## src/rtl/regfile_seq.sv

```systemverilog
// Command sequencer for an 8-entry register file: reads operands, runs MOVI/ADD/AND/MVN,
// writes the result back, and reports result and {V,N,Z} status.
module regfile_seq #(
  parameter int W = 16
) (
  input  logic         clk,
  input  logic         reset,
  input  logic         cmd_valid,
  output logic         cmd_ready,
  input  logic [1:0]   cmd_op,
  input  logic [2:0]   cmd_rd,
  input  logic [2:0]   cmd_rn,
  input  logic [2:0]   cmd_rm,
  input  logic [W-1:0] cmd_imm,
  output logic [2:0]   rf_readnum,
  input  logic [W-1:0] rf_data_out,
  output logic [2:0]   rf_writenum,
  output logic         rf_write,
  output logic [W-1:0] rf_data_in,
  output logic         done,
  output logic [W-1:0] result,
  output logic [2:0]   status
);
  localparam logic [1:0] OP_MOVI = 2'b00;
  localparam logic [1:0] OP_ADD  = 2'b01;
  localparam logic [1:0] OP_AND  = 2'b10;
  localparam logic [1:0] OP_MVN  = 2'b11;

  typedef enum logic [2:0] {IDLE, RDA, RDB, EXEC, WB, DONE} state_t;

  state_t         state, state_nxt;
  logic [1:0]     op_q;
  logic [2:0]     rd_q, rn_q, rm_q;
  logic [W-1:0]   a_q, b_q;
  logic [W-1:0]   alu_res;
  logic           alu_v;

  always_ff @(posedge clk or posedge reset) begin
    if (reset) state <= IDLE;
    else       state <= state_nxt;
  end

  always_comb begin
    state_nxt = state;
    case (state)
      IDLE: if (cmd_valid) begin
        case (cmd_op)
          OP_MOVI: state_nxt = WB;
          OP_MVN:  state_nxt = RDB;
          default: state_nxt = RDA;
        endcase
      end
      RDA:     state_nxt = RDB;
      RDB:     state_nxt = EXEC;
      EXEC:    state_nxt = WB;
      WB:      state_nxt = DONE;
      DONE:    state_nxt = IDLE;
      default: state_nxt = IDLE;
    endcase
  end

  // Moore strobes; an async reset to IDLE drops rf_write immediately
  always_comb begin
    cmd_ready  = (state == IDLE);
    rf_write   = (state == WB);
    done       = (state == DONE);
    rf_readnum = 3'd0;
    if (state == RDA) rf_readnum = rn_q;
    if (state == RDB) rf_readnum = rm_q;
  end

  always_comb begin
    alu_res = '0;
    case (op_q)
      OP_ADD:  alu_res = a_q + b_q;
      OP_AND:  alu_res = a_q & b_q;
      OP_MVN:  alu_res = ~b_q;
      default: alu_res = '0;
    endcase
    alu_v = (op_q == OP_ADD) && (a_q[W-1] == b_q[W-1]) && (alu_res[W-1] != a_q[W-1]);
  end

  // Write port registers load on entry to WB and hold between commands
  always_ff @(posedge clk or posedge reset) begin
    if (reset) begin
      op_q        <= '0;
      rd_q        <= '0;
      rn_q        <= '0;
      rm_q        <= '0;
      a_q         <= '0;
      b_q         <= '0;
      result      <= '0;
      status      <= '0;
      rf_writenum <= '0;
      rf_data_in  <= '0;
    end else begin
      case (state)
        IDLE: if (cmd_valid) begin
          op_q <= cmd_op;
          rd_q <= cmd_rd;
          rn_q <= cmd_rn;
          rm_q <= cmd_rm;
          if (cmd_op == OP_MOVI) begin
            result      <= cmd_imm;
            rf_data_in  <= cmd_imm;
            rf_writenum <= cmd_rd;
          end
        end
        RDA:  a_q <= rf_data_out;
        RDB:  b_q <= rf_data_out;
        EXEC: begin
          result      <= alu_res;
          status      <= {alu_v, alu_res[W-1], (alu_res == '0)};
          rf_data_in  <= alu_res;
          rf_writenum <= rd_q;
        end
        default: ;
      endcase
    end
  end
endmodule

```

## config.mk

```make
export PLATFORM = sky130hd
export DESIGN_NAME = regfile_seq
export DESIGN_NICKNAME = d
export VERILOG_FILES = /design/src/rtl/regfile_seq.sv
export SDC_FILE = /design/constraint.sdc
export NUM_CORES = 1
export LEC_CHECK = 0
export CORE_ASPECT_RATIO = 2
export CORE_MARGIN = 10
export CORE_UTILIZATION = 42
export DETAILED_ROUTE_END_ITERATION = 12
export PLACE_DENSITY_LB_ADDON = 0.15
export SYNTH_ARGS = -nofsm -noshare
export SYNTH_HDL_FRONTEND = slang
export SYNTH_SLANG_ARGS = --single-unit
```

## constraint.sdc

```tcl
create_clock -name clk -period 3.3 [get_ports clk]
set_input_delay 0.99 -clock clk [delete_from_list [all_inputs] [get_ports clk]]
set_output_delay 0.99 -clock clk [all_outputs]
set_load 0.03 [all_outputs]
```

==> impl_metrics.ini, run 1 <==
[clock_network]
h-tree-depth = 3
clockBufferDepth = 2
cts.clk_slew.worst_paths_ns = 0.05
cts-resized-gates = 0
clkLatencyLatePin_ns = 0.33
cts_buffers = 9
cts_tree = built
holdBufCountCts = 0
clock_sinks = 68
clock-root-buffer = clkbuf_16
post_cts_buffers = 0

[hold_path]
hp-class = reg2reg

[route]
drc = 0
drt-initial-drc-count = 125
wirelength_um = 10300
first_pass_iters = 4
antenna_left = 0
viasPerCell = 5.57
vias = 3231
wire_per_inst_um = 17.7

[logic_synthesis]
seq_area_frac_synth = 0.420
synth.largest_area_cell = dfrtp_1
synthTopCellsByArea = dfrtp_1 42%, mux2_2 12%, ha_1 5.9%
synth_edf_count = 0
syn_area_mm2 = 0.00405
synth_mux_area_frac = 0.144
synth_xor_area_frac = 0.0260
synth.top_cell.area_share = 0.420
synthSimpleGateAreaFrac = 0.122
synth_cell_type_count = 53
syn_nets = 467
synthFlopType = dfrtp_1
synth_top_family_by_area = compound AO/OA/AOI/OAI gates
synth-async-reset-ratio = 1.00
ys_seq_elements = 68
synth_compound_area_frac = 0.162
syn_inst = 401
yosys.area_share.adder = 0.0637
yosysWarnings = 0
avgSynthCellArea_um2 = 10.1

[grt]
grt_pass1_wl_um = 16400
antenna_found_initial = 0
grt.total_usage = 0.146
grt_pass1_vias = 3219
grt_max_degree = 58
overflow = 0

[sta]
finalCritPeriodShare = 0.961
setup_tns_ns = 0
setup_viol = 0
hold_viol = 0
slew_headroom = 0.586
maxSlewViolCount = 0
rsz0062_at_grt = no
fmax_mhz = 315
worst_slew_pin_slew_ns = 0.621
post-route-min-period_ns = 3.17
finalClockSkew_ns = 0.00501

[final_layout]
syn_to_final_growth_pct = 29.3
final_area_mm2 = 0.00523
n_fill_cell = 874
multi_input_area_mm2 = 0.00210
final_cell_mix = 89 x clkdlybuf4s50_1, 68 x dfrtp_1, 45 x nand2_1, 43 x mux2_2, 29 x a21oi_1
mostFrequentLayoutCell = clkdlybuf4s50_1
ff_latch_area_mm2 = 0.00170
drive_gt1_frac = 0.160
final_cell_count_no_fill = 580
antenna_cells = 0
nNetsFinal = 537

[setup_path]
crit_family = buffers and inverters
cp_num_buf_inv = 1
crit_path_top_delay_cell = clkdlybuf4s50_1
critPathArrivalTime_ns = 2.18
start_kind = register
worstPathCellList = nor3b_2 > a22o_1 > clkdlybuf4s50_1
crit_fanout = 12
critical_path_required_ns = 2.31
cp-end-kind = output port
critPathKind = reg2out
cpPeakStageDelay_ns = 0.69

[placement]
dp.cells = 564
gp_congestion = 0.851
post_dp_cell_area_mm2 = 0.00493
place_hpwl_um = 7930
portBuffers = 89

[die]
io_pins = 90
rows = 50
start_util = 0.431
die_width_um = 89.4
fp.dieH_um = 159
core_mm2 = 0.00938
die_area_mm2 = 0.0142

[power_and_ir_drop]
vdd_drop_max_uv = 486
cellPowerDensity_mw_per_mm2 = 1240
leakage_nw = 2.21

[run]
maxCapViolCount = 0

[outcome]
status = finished clean
cell usage after synthesis, types with 3 or more instances:
library cell,instances
dfrtp_1,68
nor2b_1,4
nand3_1,4
nand2b_1,3
xnor2_1,6
mux2_2,43
nor2_1,15
buf_4,18
nor3b_1,7
a22oi_1,3
a21oi_1,29
xor2_1,6
ha_1,19
mux2i_1,10
buf_1,5
a21o_1,6
a31oi_1,3
clkbuf_1,14
o211ai_1,7
nand3b_1,3
o21ai_0,28
inv_1,5
nand2_1,45
a211oi_1,6
a22o_1,4
nor3_1,5
flip-flops by register name, indices dropped and copies added (netlist names):
signal,flops
a_q,16
b_q,16
result,16
rd_q,3
rf_writenum,3
rm_q,3
rn_q,3
state,3
status,3
op_q,2
worst reg2reg max path, delay by kind of cell, from the launching register on:
| family | cells | cell delay, ns |
|---|---|---|
| AO/OA/AOI/OAI | 6 | 1.22 |
| XOR/XNOR | 1 | 0.16 |
| adder cells (fa/ha/maj) | 2 | 0.66 |
| flip-flops | 1 | 0.38 |
| AND/OR/NAND/NOR | 2 | 0.58 |
metal layers:
| metal | up-vias | track usage | wire (um) |
|---|---|---|---|
| met1 | 1563 | 0.170 | 4230 |
| met4 | 0 | 0.0560 | 184 |
| li1 | 1572 | - | - |
| met2 | 82 | 0.248 | 5360 |
| met5 | - | 0 | 0 |
| met3 | 14 | 0.0338 | 522 |
stage by stage:
stage               power (W)  hold WS, ns  setup WS (ns)   util
floorplan             0.00451        0.480          0.456      -
global placement      0.00547        0.462          0.321  0.525
detailed placement    0.00555        0.461          0.255  0.525
CTS                   0.00654        0.472          0.123  0.558
global route          0.00700        0.496         0.0268  0.558
finish                0.00649        0.468          0.128  0.558
final cells by class:
cell class,instances,share of cell area
clock buffers,12,0.0490
multi-input cells,288,0.402
repair buffers,98,0.186
well taps,104,0.0249
inverters,6,0.00430
clock inverters,4,0.00908
flip-flops and latches,68,0.325
final timing paths:
path                            from             to  slack [ns]  depth (start not counted)
max                         state[1]  rf_readnum[1]        0.13                          3
min                        status[2]      status[2]        0.47                          2
max reg2reg                   a_q[0]      status[0]        0.24                         11
min reg2reg                status[2]      status[2]        0.47                          2
max in group asynchronous      reset         a_q[5]        1.78                          3
min in group asynchronous      reset        rn_q[2]        0.92                          2
cells by family after synthesis:
| group | count (synthesis) |
|---|---|
| AO/OA/AOI/OAI | 103 |
| XOR/XNOR | 12 |
| adder cells (fa/ha/maj) | 20 |
| buffers and inverters | 45 |
| flip-flops | 68 |
| multiplexers | 53 |
| AND/OR/NAND/NOR | 100 |
where the power goes:
part	leakage, nW	total [W]	internal [W]	switching [W]
combinational	1.24	0.00392	0.00177	0.00215
clock	0.149	0.000966	0.000623	0.000343
sequential	0.821	0.00160	0.00125	0.000345
total	2.21	0.00649	0.00365	0.00283
(Power assumes the default switching activity.)
==> run 2, diff against run 1 <==
Settings changed: ABC_CLOCK_PERIOD_IN_PS from default to 3300.
==> results of run 2 <==
Final layout, timing and power as in run 1 (identical DEF).
